File: src/rtl/bsg_manycore_stat_tag_tracker.sv
// Tracks START/END/STAT print_stat events per tag id and queues {id, duration} records in a small FIFO.
// Optional trace output is enabled by defining BSG_STAT_TAG_TRACKER_TRACE_EN.
module bsg_manycore_stat_tag_tracker #(
  parameter int data_width_p = 32,
  parameter int ctr_width_p  = 32,
  parameter int num_tags_p   = 16,
  parameter int fifo_els_p   = 4
) (
  input  logic                          clk_i,
  input  logic                          reset_i,
  input  logic                          print_stat_v_i,
  input  logic [data_width_p-1:0]       print_stat_tag_i,
  input  logic [ctr_width_p-1:0]        global_ctr_i,
  output logic                          rec_v_o,
  output logic [$clog2(num_tags_p)-1:0] rec_tag_o,
  output logic [ctr_width_p-1:0]        rec_cycles_o,
  input  logic                          rec_yumi_i,
  output logic [num_tags_p-1:0]         open_mask_o,
  output logic                          err_o,
  output logic [7:0]                    drop_count_o
);

  localparam int TAG_W = $clog2(num_tags_p);
  localparam int PTR_W = (fifo_els_p > 1) ? $clog2(fifo_els_p) : 1;
  localparam int CNT_W = $clog2(fifo_els_p + 1);

  typedef enum logic [1:0] {
    KIND_STAT  = 2'b00,
    KIND_START = 2'b01,
    KIND_END   = 2'b10,
    KIND_NONE  = 2'b11
  } kind_e;

  function automatic logic [PTR_W-1:0] next_ptr(input logic [PTR_W-1:0] p);
    next_ptr = (p == PTR_W'(fifo_els_p - 1)) ? '0 : p + PTR_W'(1);
  endfunction

  kind_e                   w_kind;
  logic [TAG_W-1:0]        w_id;
  logic                    w_ev;
  logic                    w_unused_tag_bits;

  assign w_kind            = kind_e'(print_stat_tag_i[data_width_p-1 -: 2]);
  assign w_id              = print_stat_tag_i[TAG_W-1:0];
  assign w_ev              = print_stat_v_i & ~reset_i;
  assign w_unused_tag_bits = ^print_stat_tag_i;

  logic [num_tags_p-1:0]   r_open;
  logic                    r_err;
  logic [7:0]              r_drop;
  logic [ctr_width_p-1:0]  r_start [num_tags_p];

  logic [PTR_W-1:0]        r_wptr;
  logic [PTR_W-1:0]        r_rptr;
  logic [CNT_W-1:0]        r_count;
  logic [TAG_W-1:0]        r_fifo_tag [fifo_els_p];
  logic [ctr_width_p-1:0]  r_fifo_cyc [fifo_els_p];

  logic                    w_push;
  logic [TAG_W-1:0]        w_rec_tag;
  logic [ctr_width_p-1:0]  w_rec_cycles;
  logic                    w_start_wr;
  logic                    w_set_open;
  logic                    w_clr_open;
  logic                    w_err_set;

  // Event decode: each event yields at most one record and one open-bit change.
  always_comb begin
    w_push       = 1'b0;
    w_rec_tag    = w_id;
    w_rec_cycles = '0;
    w_start_wr   = 1'b0;
    w_set_open   = 1'b0;
    w_clr_open   = 1'b0;
    w_err_set    = 1'b0;
    if (w_ev) begin
      case (w_kind)
        KIND_STAT: w_push = 1'b1;
        KIND_START: begin
          w_start_wr = 1'b1;
          w_set_open = 1'b1;
          w_err_set  = r_open[w_id];
        end
        KIND_END: begin
          if (r_open[w_id]) begin
            w_push       = 1'b1;
            w_rec_cycles = global_ctr_i - r_start[w_id];
            w_clr_open   = 1'b1;
          end else begin
            w_err_set    = 1'b1;
          end
        end
        default: ;
      endcase
    end
  end

  logic w_full;
  logic w_empty;
  logic w_pop;
  logic w_enq;
  logic w_drop;

  assign w_full  = (r_count == CNT_W'(fifo_els_p));
  assign w_empty = (r_count == '0);
  assign w_pop   = rec_yumi_i & ~w_empty;
  // A pop in the same cycle frees the slot, so a full FIFO still accepts.
  assign w_enq   = w_push & (~w_full | rec_yumi_i);
  assign w_drop  = w_push & w_full & ~rec_yumi_i;

  // Data storage: start times and FIFO payload carry no reset.
  always_ff @(posedge clk_i) begin
    if (w_start_wr) r_start[w_id] <= global_ctr_i;
    if (w_enq) begin
      r_fifo_tag[r_wptr] <= w_rec_tag;
      r_fifo_cyc[r_wptr] <= w_rec_cycles;
    end
  end

  always_ff @(posedge clk_i) begin
    if (reset_i) begin
      r_wptr  <= '0;
      r_rptr  <= '0;
      r_count <= '0;
      r_open  <= '0;
      r_err   <= 1'b0;
      r_drop  <= '0;
    end else begin
      if (w_enq) r_wptr <= next_ptr(r_wptr);
      if (w_pop) r_rptr <= next_ptr(r_rptr);
      case ({w_enq, w_pop})
        2'b10:   r_count <= r_count + CNT_W'(1);
        2'b01:   r_count <= r_count - CNT_W'(1);
        default: r_count <= r_count;
      endcase
      if (w_set_open)      r_open[w_id] <= 1'b1;
      else if (w_clr_open) r_open[w_id] <= 1'b0;
      if (w_err_set) r_err <= 1'b1;
      if (w_drop && (r_drop != 8'hFF)) r_drop <= r_drop + 8'd1;
    end
  end

`ifdef BSG_STAT_TAG_TRACKER_TRACE_EN
  always_ff @(posedge clk_i) begin
    if (w_enq)  $display("[STAT] tag=%0d cycles=%0d", w_rec_tag, w_rec_cycles);
    if (w_drop) $display("[STAT] DROP tag=%0d", w_rec_tag);
  end
`else
`endif

  assign rec_v_o      = ~w_empty;
  assign rec_tag_o    = r_fifo_tag[r_rptr];
  assign rec_cycles_o = r_fifo_cyc[r_rptr];
  assign open_mask_o  = r_open;
  assign err_o        = r_err;
  assign drop_count_o = r_drop;

endmodule
File: config.mk
export PLATFORM = sky130hd
export DESIGN_NAME = bsg_manycore_stat_tag_tracker
export DESIGN_NICKNAME = d
export VERILOG_FILES = /design/src/rtl/bsg_manycore_stat_tag_tracker.sv
export SDC_FILE = /design/constraint.sdc
export NUM_CORES = 1
export LEC_CHECK = 0
export ABC_AREA = 1
export BUFFER_PORTS_ARGS = -buffer_cell sky130_fd_sc_hd__buf_2
export CAP_MARGIN = 25
export CORE_MARGIN = 2
export CORE_UTILIZATION = 35
export DETAILED_ROUTE_END_ITERATION = 8
export MAX_ROUTING_LAYER = met4
export PLACE_DENSITY = 0.51
export SLEW_MARGIN = 20
export SYNTH_ARGS = -nofsm -noshare
export SYNTH_HDL_FRONTEND = slang
export SYNTH_SLANG_ARGS = --single-unit
File: constraint.sdc
create_clock -name clk_i -period 10.9 [get_ports clk_i]
set_clock_uncertainty 0.05 [all_clocks]
set_input_delay 1.635 -clock clk_i [delete_from_list [all_inputs] [get_ports clk_i]]
set_output_delay 1.635 -clock clk_i [all_outputs]
set_load 0.01 [all_outputs]
==> run_results.csv, run 1 <==
group,metric,value,unit
clocking,insertion_delay,620,ps
timing,period_needed,6000,ps
timing,drv_slew,0,
synth,synth_top_family_by_area,"compound AO/OA/AOI/OAI gates",
floorplan,fp.dieH,286,µm
global_route,gr-usage-all-layers,0.196,
timing,fmax,0.167,GHz
synth,syn_inst,2084,
finish,area_delta_synth_final,15.1,%
setup_path,cpMostUsedCell,"nand2_1",
setup_path,crit_family,"buffers and inverters",
setup_path,start_kind,"input port",
synth,synth_top_area_frac,0.705,
routing,wirelength,78600,µm
timing,fin_tns_setup,0,ps
flow_run,drv_cap,0,
synth,ys_types,38,
clocking,htreeDepth,3,
floorplan,die_w,286,µm
routing,wl_per_cell,23.7,µm
power,leakage,10.9,nW
floorplan,core,79000,µm²
timing,setup_violations,0,
timing,whs,437,ps
global_route,overflow,0,
synth,syn_area,27900,µm²
floorplan,pin_count,130,
global_route,grt_max_degree,78,
timing,rsz0062_at_grt,"false",
power,ir_drop,0.108,mV
synth,muxShareOfSynthArea,0,
timing,timing.final.crit_share,0.551,
placement,portBuffers,103,
clocking,numClockSinks,690,
setup_path,cpPeakStageDelay,770,ps
synth,ys_ff_latch,690,
routing,vias,17700,
setup_path,worstPathCellList,"buf_2, nand2_4, inv_4, buf_4, a22oi_1, a21oi_1, nor4_1, ha_1, nand2_1, nor2_1, nand2_1, nand2_1, nand2_1, nand2_1, nand3b_1, nand3_1, nand2_1, nor2_1",
routing,ant_nets,0,
synth,async_flop_share,0,
power,pwr_density_cell,189,nW/µm²
synth,yosys_warnings,0,
synth,synth_compound_area_frac,0.135,
floorplan,num_rows,103,
setup_path,crit_required,11200,ps
setup_path,cp_num_buf_inv,3,
routing,vias_per_cell,5.35,
synth,ys_seq_area_frac,0.730,
global_route,grt_pass1_wl,114000,µm
placement,routabilityCongestion,0.883,
hold_path,hp-class,"reg -> reg",
routing,post-route-drc-count,0,
routing,first_iter_violations,1528,
clocking,cts_resized,0,
synth,ys.flop_type,"edfxtp_1",
global_route,antenna_found_initial,6,
synth,yosysTopAreaCell,"edfxtp_1",
global_route,grt_pass1_vias,17500,
setup_path,critical_path_arrival,6300,ps
synth,synth_edf_count,656,
routing,drtPass1Iterations,5,
timing,hold_viol_final,0,
clocking,tritoncts,"built",
synth,synthTopCellsByCount,"edfxtp_1, a22oi_1, nand2_1, nor2_1, a21oi_1",
synth,synth-xor-area-share,0.00408,
finish,drive_above_1_share,0.125,
synth,avgSynthCellArea,13.4,µm²
placement,dp_hpwl,43000,µm
setup_path,critPathMaxFanout,71,
clocking,clockBufferDepth,3,
setup_path,worst_setup_path_end_kind,"flop",
clocking,path_clk_slew,60,ps
synth,yosysMostFrequentCell,"edfxtp_1",
clocking,cts_setup_buffers,0,
timing,relSlewSlack,0.255,
clocking,cts-root-buf,"clkbuf_16",
synth,synth-adder-area-share,0.0225,
synth,synthTopCellsByArea,"edfxtp_1, a22oi_1, a21oi_1",
timing,worstMarginPinSlew,1120,ps
run_status,status,"complete, no violations",
setup_path,crit_slowest_cell,"buf_4",
clocking,numCtsBuffers,78,
floorplan,die-area,82100,µm²
finish,nets,2321,
synth,synth-simple-area-share,0.0771,
floorplan,initial_core_util,0.354,
clocking,hold_buffers,0,
synth,synth_fp_nets,2201,
setup_path,path_class,"in -> reg",
==> worst paths after layout <==
kind	cells after the start	startpoint	slack (ps)	end
worst max register to register	15	r_start[15][7]$_DFFE_PP_	7050	r_fifo_cyc[2][21]$_DFFE_PP_
worst min-delay path	2	drop_count_o[7]$_SDFFE_PP0P_	440	drop_count_o[7]$_SDFFE_PP0P_
worst min register to register	2	drop_count_o[7]$_SDFFE_PP0P_	440	drop_count_o[7]$_SDFFE_PP0P_
worst max-delay path	18	print_stat_tag_i[0]	4900	r_fifo_cyc[1][28]$_DFFE_PP_
==> sequential cells by signal (all words and copies together), names as in the netlist, named ones only <==
register,flops
err_o,1
r_fifo_tag,16
r_wptr,2
r_rptr,2
r_start,512
r_count,3
r_fifo_cyc,128
drop_count_o,8
==> power breakdown <==
| group | internal [mW] | total, mW | switching, mW |
|---|---|---|---|
| registers | 2.91 | 2.92 | 0.00688 |
| clock network | 1.46 | 2.48 | 1.02 |
| logic | 0.197 | 0.667 | 0.470 |
==> cells by family after synthesis <==
kind of cell | count (synthesis)
AOI/OAI and AO/OA | 612
xor gates and xnor gates | 13
adders and majority gates | 49
buffers and inverters | 208
DFF | 690
and+or+nand+nor | 512
==> per-stage QoR <==
step	cells	total power, mW	util	instance area (µm²)	setup WS [ps]
5_1_grt	3318	6.29	0.407	32200	4550
6_report	3318	6.07	0.407	32200	4900
3_5_place_dp	3174	3.64	0.376	29700	4270
3_3_place_gp	3174	3.64	0.376	29700	4270
2_1_floorplan	2084	3.37	-	27900	6250
4_1_cts	3314	6.13	0.407	32100	4930
==> worst reg2reg max path, cell delays in order, from the launching register on <==
cell and delay [ps]:
edfxtp_1 360, a22oi_1 220, a21oi_1 110, nor4_1 930
ha_1 410, nand2_1 160, inv_1 60, a21oi_1 190
nor2_1 80, nor2_1 90, nand2_1 140, nand2_1 90
nand2_1 100, nand2_1 80, nand2_1 40, nor2_1 490
==> placed cells by master (no fill, tap or decap), types with 37 or more instances in the layout <==
master     instances
o21ai_0          103
nor2_1           181
nand2_1          219
ha_1              47
a21oi_1          194
a22oi_1          248
buf_4             37
inv_1            103
edfxtp_1         656
buf_2            103
clkbuf_16         80
==> layout make-up <==
type,count,area (µm²)
multi-input combinational,1186,6830
clock inverter,44,357
tap,1050,1310
sequential,690,20400
antenna,4,10.0
fill,7292,46800
clock buffer,96,2060
timing repair buffer,140,793
inverter,108,408
==> layer usage <==
metal | track usage | share of wire | vias to the layer above
met5 | - | 0 | -
met4 | 0.0601 | 0.028 | 0
met3 | 0.0340 | 0.060 | 137
met2 | 0.307 | 0.47 | 585
met1 | 0.260 | 0.44 | 8892
li1 | - | - | 8129
Power figures use the tool's default switching activity.
==> run 2, diff against run 1 <==
Clock period 10.9 ns to 5.8 ns, I/O delays scaled along.
==> run_results.csv, run 2 (synthesized netlist as in run 1, its figures left out) <==
group,metric,value,unit
run_status,status,"complete, no violations",
finish,area_delta_synth_final,16.0,%
timing,worstMarginPinSlew,1050,ps
timing,relSlewSlack,0.301,
power,ir_drop,0.189,mV
timing,fmax,0.220,GHz
timing,fin_tns_setup,0,ps
clocking,cts-root-buf,"clkbuf_16",
setup_path,cp_num_buf_inv,5,
floorplan,core,79000,µm²
global_route,antenna_found_initial,4,
routing,vias,17800,
timing,drv_slew,0,
setup_path,worst_setup_path_end_kind,"flop",
clocking,hold_buffers,0,
setup_path,cpPeakStageDelay,510,ps
global_route,grt_pass1_vias,17800,
clocking,cts_setup_buffers,0,
clocking,insertion_delay,630,ps
floorplan,num_rows,103,
floorplan,die-area,82100,µm²
finish,register_area,20400,µm²
routing,ant_nets,0,
routing,first_iter_violations,1623,
clocking,htreeDepth,3,
clocking,clockBufferDepth,3,
clocking,cts_resized,0,
setup_path,worstPathCellList,"buf_2, nand2_4, inv_4, buf_12, buf_4, a22oi_1, a21oi_1, nor4_1, ha_1, nand2_1, nor2_1, inv_1, nor2_1, nor2_1, nand2_1, nand2_1, nand3b_1, nand2_1, nor2_1",
routing,wirelength,77900,µm
timing,period_needed,4550,ps
power,leakage,11.0,nW
global_route,met1_usage,0.263,
clocking,path_clk_slew,60,ps
finish,reg_top3,"r_start (512), r_fifo_cyc (128), r_fifo_tag (16)",
placement,portBuffers,103,
setup_path,critPathMaxFanout,41,
floorplan,pin_count,130,
routing,wl_per_cell,23.2,µm
setup_path,crit_required,6080,ps
floorplan,initial_core_util,0.354,
hold_path,hp-class,"reg -> reg",
setup_path,critical_path_arrival,4840,ps
timing,hold_viol_final,0,
clocking,numCtsBuffers,74,
timing,whs,412,ps
finish,final_common_cell,"edfxtp_1",
timing,timing.final.crit_share,0.785,
global_route,grt_max_degree,74,
finish,final_cell_mix,"edfxtp_1, a22oi_1, nand2_1",
placement,routabilityCongestion,0.893,
setup_path,path_class,"in -> reg",
routing,vias_per_cell,5.31,
clocking,tritoncts,"built",
global_route,overflow,0,
timing,rsz0062_at_grt,"false",
setup_path,start_kind,"input port",
clocking,numClockSinks,690,
floorplan,fp.dieH,286,µm
global_route,grt_pass1_wl,116000,µm
finish,largest_reg_flops,512,
global_route,grt_most_used_layer,"met2",
timing,setup_violations,0,
power,pwr_density_cell,345,nW/µm²
finish,multiInputGateArea,6830,µm²
setup_path,crit_slowest_cell,"nor2_1",
global_route,grtUsageMet3,0.0283,
placement,dp_hpwl,47700,µm
global_route,grt.met2_usage,0.315,
setup_path,crit_family,"simple AND/OR/NAND/NOR gates",
floorplan,die_w,286,µm
global_route,gr-usage-all-layers,0.196,
routing,post-route-drc-count,0,
finish,largest-register,"r_start",
finish,nets,2356,
finish,fill_cells,7263,
flow_run,drv_cap,0,
routing,drtPass1Iterations,5,
finish,drive_above_1_share,0.138,
-- run 2: cell count changes in the layout (fill, tap and decap cells not counted) --
| cell | delta |
|---|---|
| inv_16 | +1 |
| clkinv_1 | -2 |
| clkinv_4 | +1 |
| clkbuf_1 | +1 |
| buf_4 | +30 |
| clkinv_2 | +6 |
| buf_12 | +9 |
| diode_2 | -1 |
| clkinv_8 | +1 |
| clkinvlp_4 | -6 |
| clkbuf_16 | -5 |
| bufinv_16 | -2 |
-- run 2: worst register-to-register path: stages (launching register included) --
cell,delay [ps]
edfxtp_1,360
a22oi_1,190
a21oi_1,100
nor4_1,760
ha_1,320
nand2_1,110
nor2_1,230
inv_1,90
nor2_1,110
nor2_1,50
nand2_1,130
nand2_1,90
nand3b_1,100
nand2_1,50
nor2_1,510
-- run 2: power breakdown --
part,total (mW),internal [mW],switching [mW]
Sequential,5.48,5.47,0.0135
Combinational,1.28,0.393,0.892
Clock,4.42,2.52,1.90
Total,11.2,8.38,2.80
-- run 2: through the flow --
step,cells,power (mW),cell area (µm²),setup slack [ps],utilization
finish,3351,11.2,32400,1250,0.410
global placement,3213,6.87,30100,639,0.381
CTS,3348,11.3,32400,1310,0.410
floorplan,2084,6.34,27900,1920,-
global route,3351,11.6,32400,926,0.410
detailed placement,3213,6.88,30100,663,0.381
-- run 2: final timing paths --
| kind | startpoint | endpoint | slack (ps) | depth (start not counted) |
|---|---|---|---|---|
| worst min register to register | err_o$_SDFFE_PP0P_ | err_o$_SDFFE_PP0P_ | 410 | 2 |
| worst max-delay path | print_stat_tag_i[0] | r_fifo_cyc[1][24]$_DFFE_PP_ | 1250 | 19 |
| worst max register to register | r_start[3][13]$_DFFE_PP_ | r_fifo_cyc[1][24]$_DFFE_PP_ | 2260 | 14 |
| worst min-delay path | err_o$_SDFFE_PP0P_ | err_o$_SDFFE_PP0P_ | 410 | 2 |
-- run 2: layout make-up --
| cell class | count | share of cell area |
|---|---|---|
| clock inverter | 43 | 0.00985 |
| multi-input combinational | 1186 | 0.211 |
| inverter | 108 | 0.0126 |
| clock buffer | 92 | 0.0599 |
| antenna | 3 | 0.000232 |
| tap | 1050 | 0.0405 |
| sequential | 690 | 0.629 |
| timing repair buffer | 179 | 0.0370 |
-- run 2: metal layers --
| layer | vias to the layer above | part of all wire |
|---|---|---|
| li1 | 8195 | - |
| met1 | 9021 | 0.45 |
| met2 | 486 | 0.49 |
| met3 | 92 | 0.049 |
| met4 | 0 | 0.018 |
| met5 | - | 0 |
==> run 3, diff against run 2 <==
Clock period 5.8 ns to 4.55 ns, I/O delays scaled along.
==> run_results.csv, run 3 (synthesized netlist as in run 1, its figures left out) <==
group,metric,value,unit
run_status,status,"complete, no violations",
clocking,htreeDepth,3,
setup_path,cp_num_buf_inv,5,
setup_path,critPathMaxFanout,21,
timing,period_needed,3990,ps
setup_path,worst_setup_path_end_kind,"flop",
setup_path,crit_family,"simple AND/OR/NAND/NOR gates",
routing,wirelength,78500,µm
setup_path,crit_required,4990,ps
routing,ant_nets,0,
timing,rsz0062_at_grt,"false",
floorplan,die-area,82100,µm²
global_route,grt_pass1_wl,115000,µm
finish,largest_reg_flops,512,
timing,worstMarginPinSlew,990,ps
global_route,antenna_found_initial,3,
placement,portBuffers,103,
routing,post-route-drc-count,0,
setup_path,cpMostUsedCell,"nand2_1",
clocking,cts_resized,0,
global_route,grt_max_degree,73,
floorplan,fp.dieH,286,µm
clocking,clockBufferDepth,3,
clocking,cts_setup_buffers,0,
finish,drive_above_1_share,0.165,
clocking,numCtsBuffers,76,
finish,area_delta_synth_final,18.9,%
global_route,grt_pass1_vias,17600,
timing,timing.final.crit_share,0.876,
routing,vias_per_cell,5.26,
floorplan,core,79000,µm²
routing,vias,18000,
placement,place_ws,-36.0,ps
power,leakage,11.5,nW
hold_path,worstHoldStart,"print_stat_tag_i[3]",
placement,routabilityCongestion,0.959,
timing,relSlewSlack,0.339,
timing,drv_slew,0,
floorplan,num_rows,103,
setup_path,start_kind,"input port",
clocking,path_clk_slew,60,ps
floorplan,initial_core_util,0.354,
setup_path,worstReg2RegStart,"r_start[8][0]$_DFFE_PP_",
timing,final.setup.worst_slack,562,ps
clocking,insertion_delay,630,ps
finish,multiInputGateArea,6830,µm²
power,pwr_density_cell,442,nW/µm²
routing,first_iter_violations,1682,
finish,final_cell_mix,"edfxtp_1, a22oi_1, nand2_1",
finish,reg_top3,"r_start (512), r_fifo_cyc (128), r_fifo_tag (16)",
clocking,hold_buffers,0,
timing,fmax,0.251,GHz
timing,fin_tns_setup,0,ps
finish,fill_cells,7240,
flow_run,drv_cap,0,
floorplan,pin_count,130,
routing,wl_per_cell,22.9,µm
timing,setup_violations,0,
setup_path,worstPathCellList,"buf_2, nand2_4, inv_4, buf_12, buf_4, a22oi_1, a21oi_1, nor4_1, ha_1, a21oi_1, o21ai_0, a21oi_1, nand2_1, nand2_1, nand2_1, nand2_1, nand2_1, nor2_1, buf_4",
clocking,cts-root-buf,"clkbuf_16",
power,ir_drop,0.286,mV
setup_path,cpPeakStageDelay,790,ps
finish,nets,2425,
global_route,gr-usage-all-layers,0.196,
placement,dp_hpwl,48700,µm
clocking,tritoncts,"built",
setup_path,path_class,"in -> reg",
floorplan,die_w,286,µm
hold_path,hp-class,"in -> reg",
global_route,overflow,0,
clocking,numClockSinks,690,
routing,drtPass1Iterations,5,
finish,largest-register,"r_start",
setup_path,cp-startpoint,"print_stat_tag_i[0]",
setup_path,crit_slowest_cell,"nor4_1",
finish,final_common_cell,"edfxtp_1",
timing,hold_viol_final,0,
finish,register_area,20400,µm²
setup_path,critical_path_arrival,4430,ps
[run 3: changes by cell type in the layout (fill, tap and decap cells not counted), sizes merged, moves of 2 or more]
| cell | change |
|---|---|
| buf | +67 |
| clkbuf | +2 |
| bufinv | +3 |
| inv | -3 |
| clkinvlp | +4 |
[run 3: final cells by class]
| cell class | instances | area share |
|---|---|---|
| multi-input cells | 1186 | 0.206 |
| repair buffers | 246 | 0.0554 |
| clock buffers | 94 | 0.0606 |
| inverters | 108 | 0.0123 |
| clock inverters | 46 | 0.0124 |
| diodes | 2 | 0.000151 |
| flip-flops and latches | 690 | 0.614 |
| well taps | 1050 | 0.0396 |
[run 3: worst paths after layout]
path | cells past startpoint | slack [ps] | end
worst min register to register | 2 | 410 | err_o$_SDFFE_PP0P_
worst max-delay path | 19 | 560 | r_fifo_cyc[2][22]$_DFFE_PP_
worst min-delay path | 1 | 350 | r_fifo_tag[1][3]$_DFFE_PP_
worst max register to register | 18 | 1180 | r_fifo_cyc[3][30]$_DFFE_PP_
[run 3: routing by layer]
metal,share of wire,global-route usage,vias up
met5,0,-,-
met4,0.024,0.0495,0
met3,0.045,0.0278,104
met2,0.48,0.317,471
met1,0.45,0.260,9067
li1,-,-,8347
[run 3: worst register-to-register path, delay by kind of cell (launching register included)]
family / cells / cell delay, ps
buffers and inverters: 2 / 290
adders and majority gates: 2 / 660
and+or+nand+nor: 13 / 1650
DFF: 1 / 370
AOI/OAI and AO/OA: 1 / 260
[run 3: power breakdown]
part           leakage [nW]  switching [mW]  internal (mW)  total, mW
sequential             6.35          0.0179           6.97       6.99
combinational          3.96            1.15          0.580       1.73
clock                  1.17            2.45           3.49       5.94
total                  11.5            3.62           11.0       14.7
[run 3: metrics by stage]
step / power (mW) / area (µm²) / hold WS, ps / std cells / util
5_1_grt: 15.2 / 33200 / 344 / 3422 / 0.420
3_3_place_gp: 8.85 / 30800 / 389 / 3280 / 0.390
6_report: 14.7 / 33200 / 351 / 3422 / 0.420
2_1_floorplan: 8.08 / 27900 / 394 / 2084 / -
4_1_cts: 14.8 / 33200 / 317 / 3420 / 0.420
3_5_place_dp: 8.87 / 30800 / 398 / 3280 / 0.390
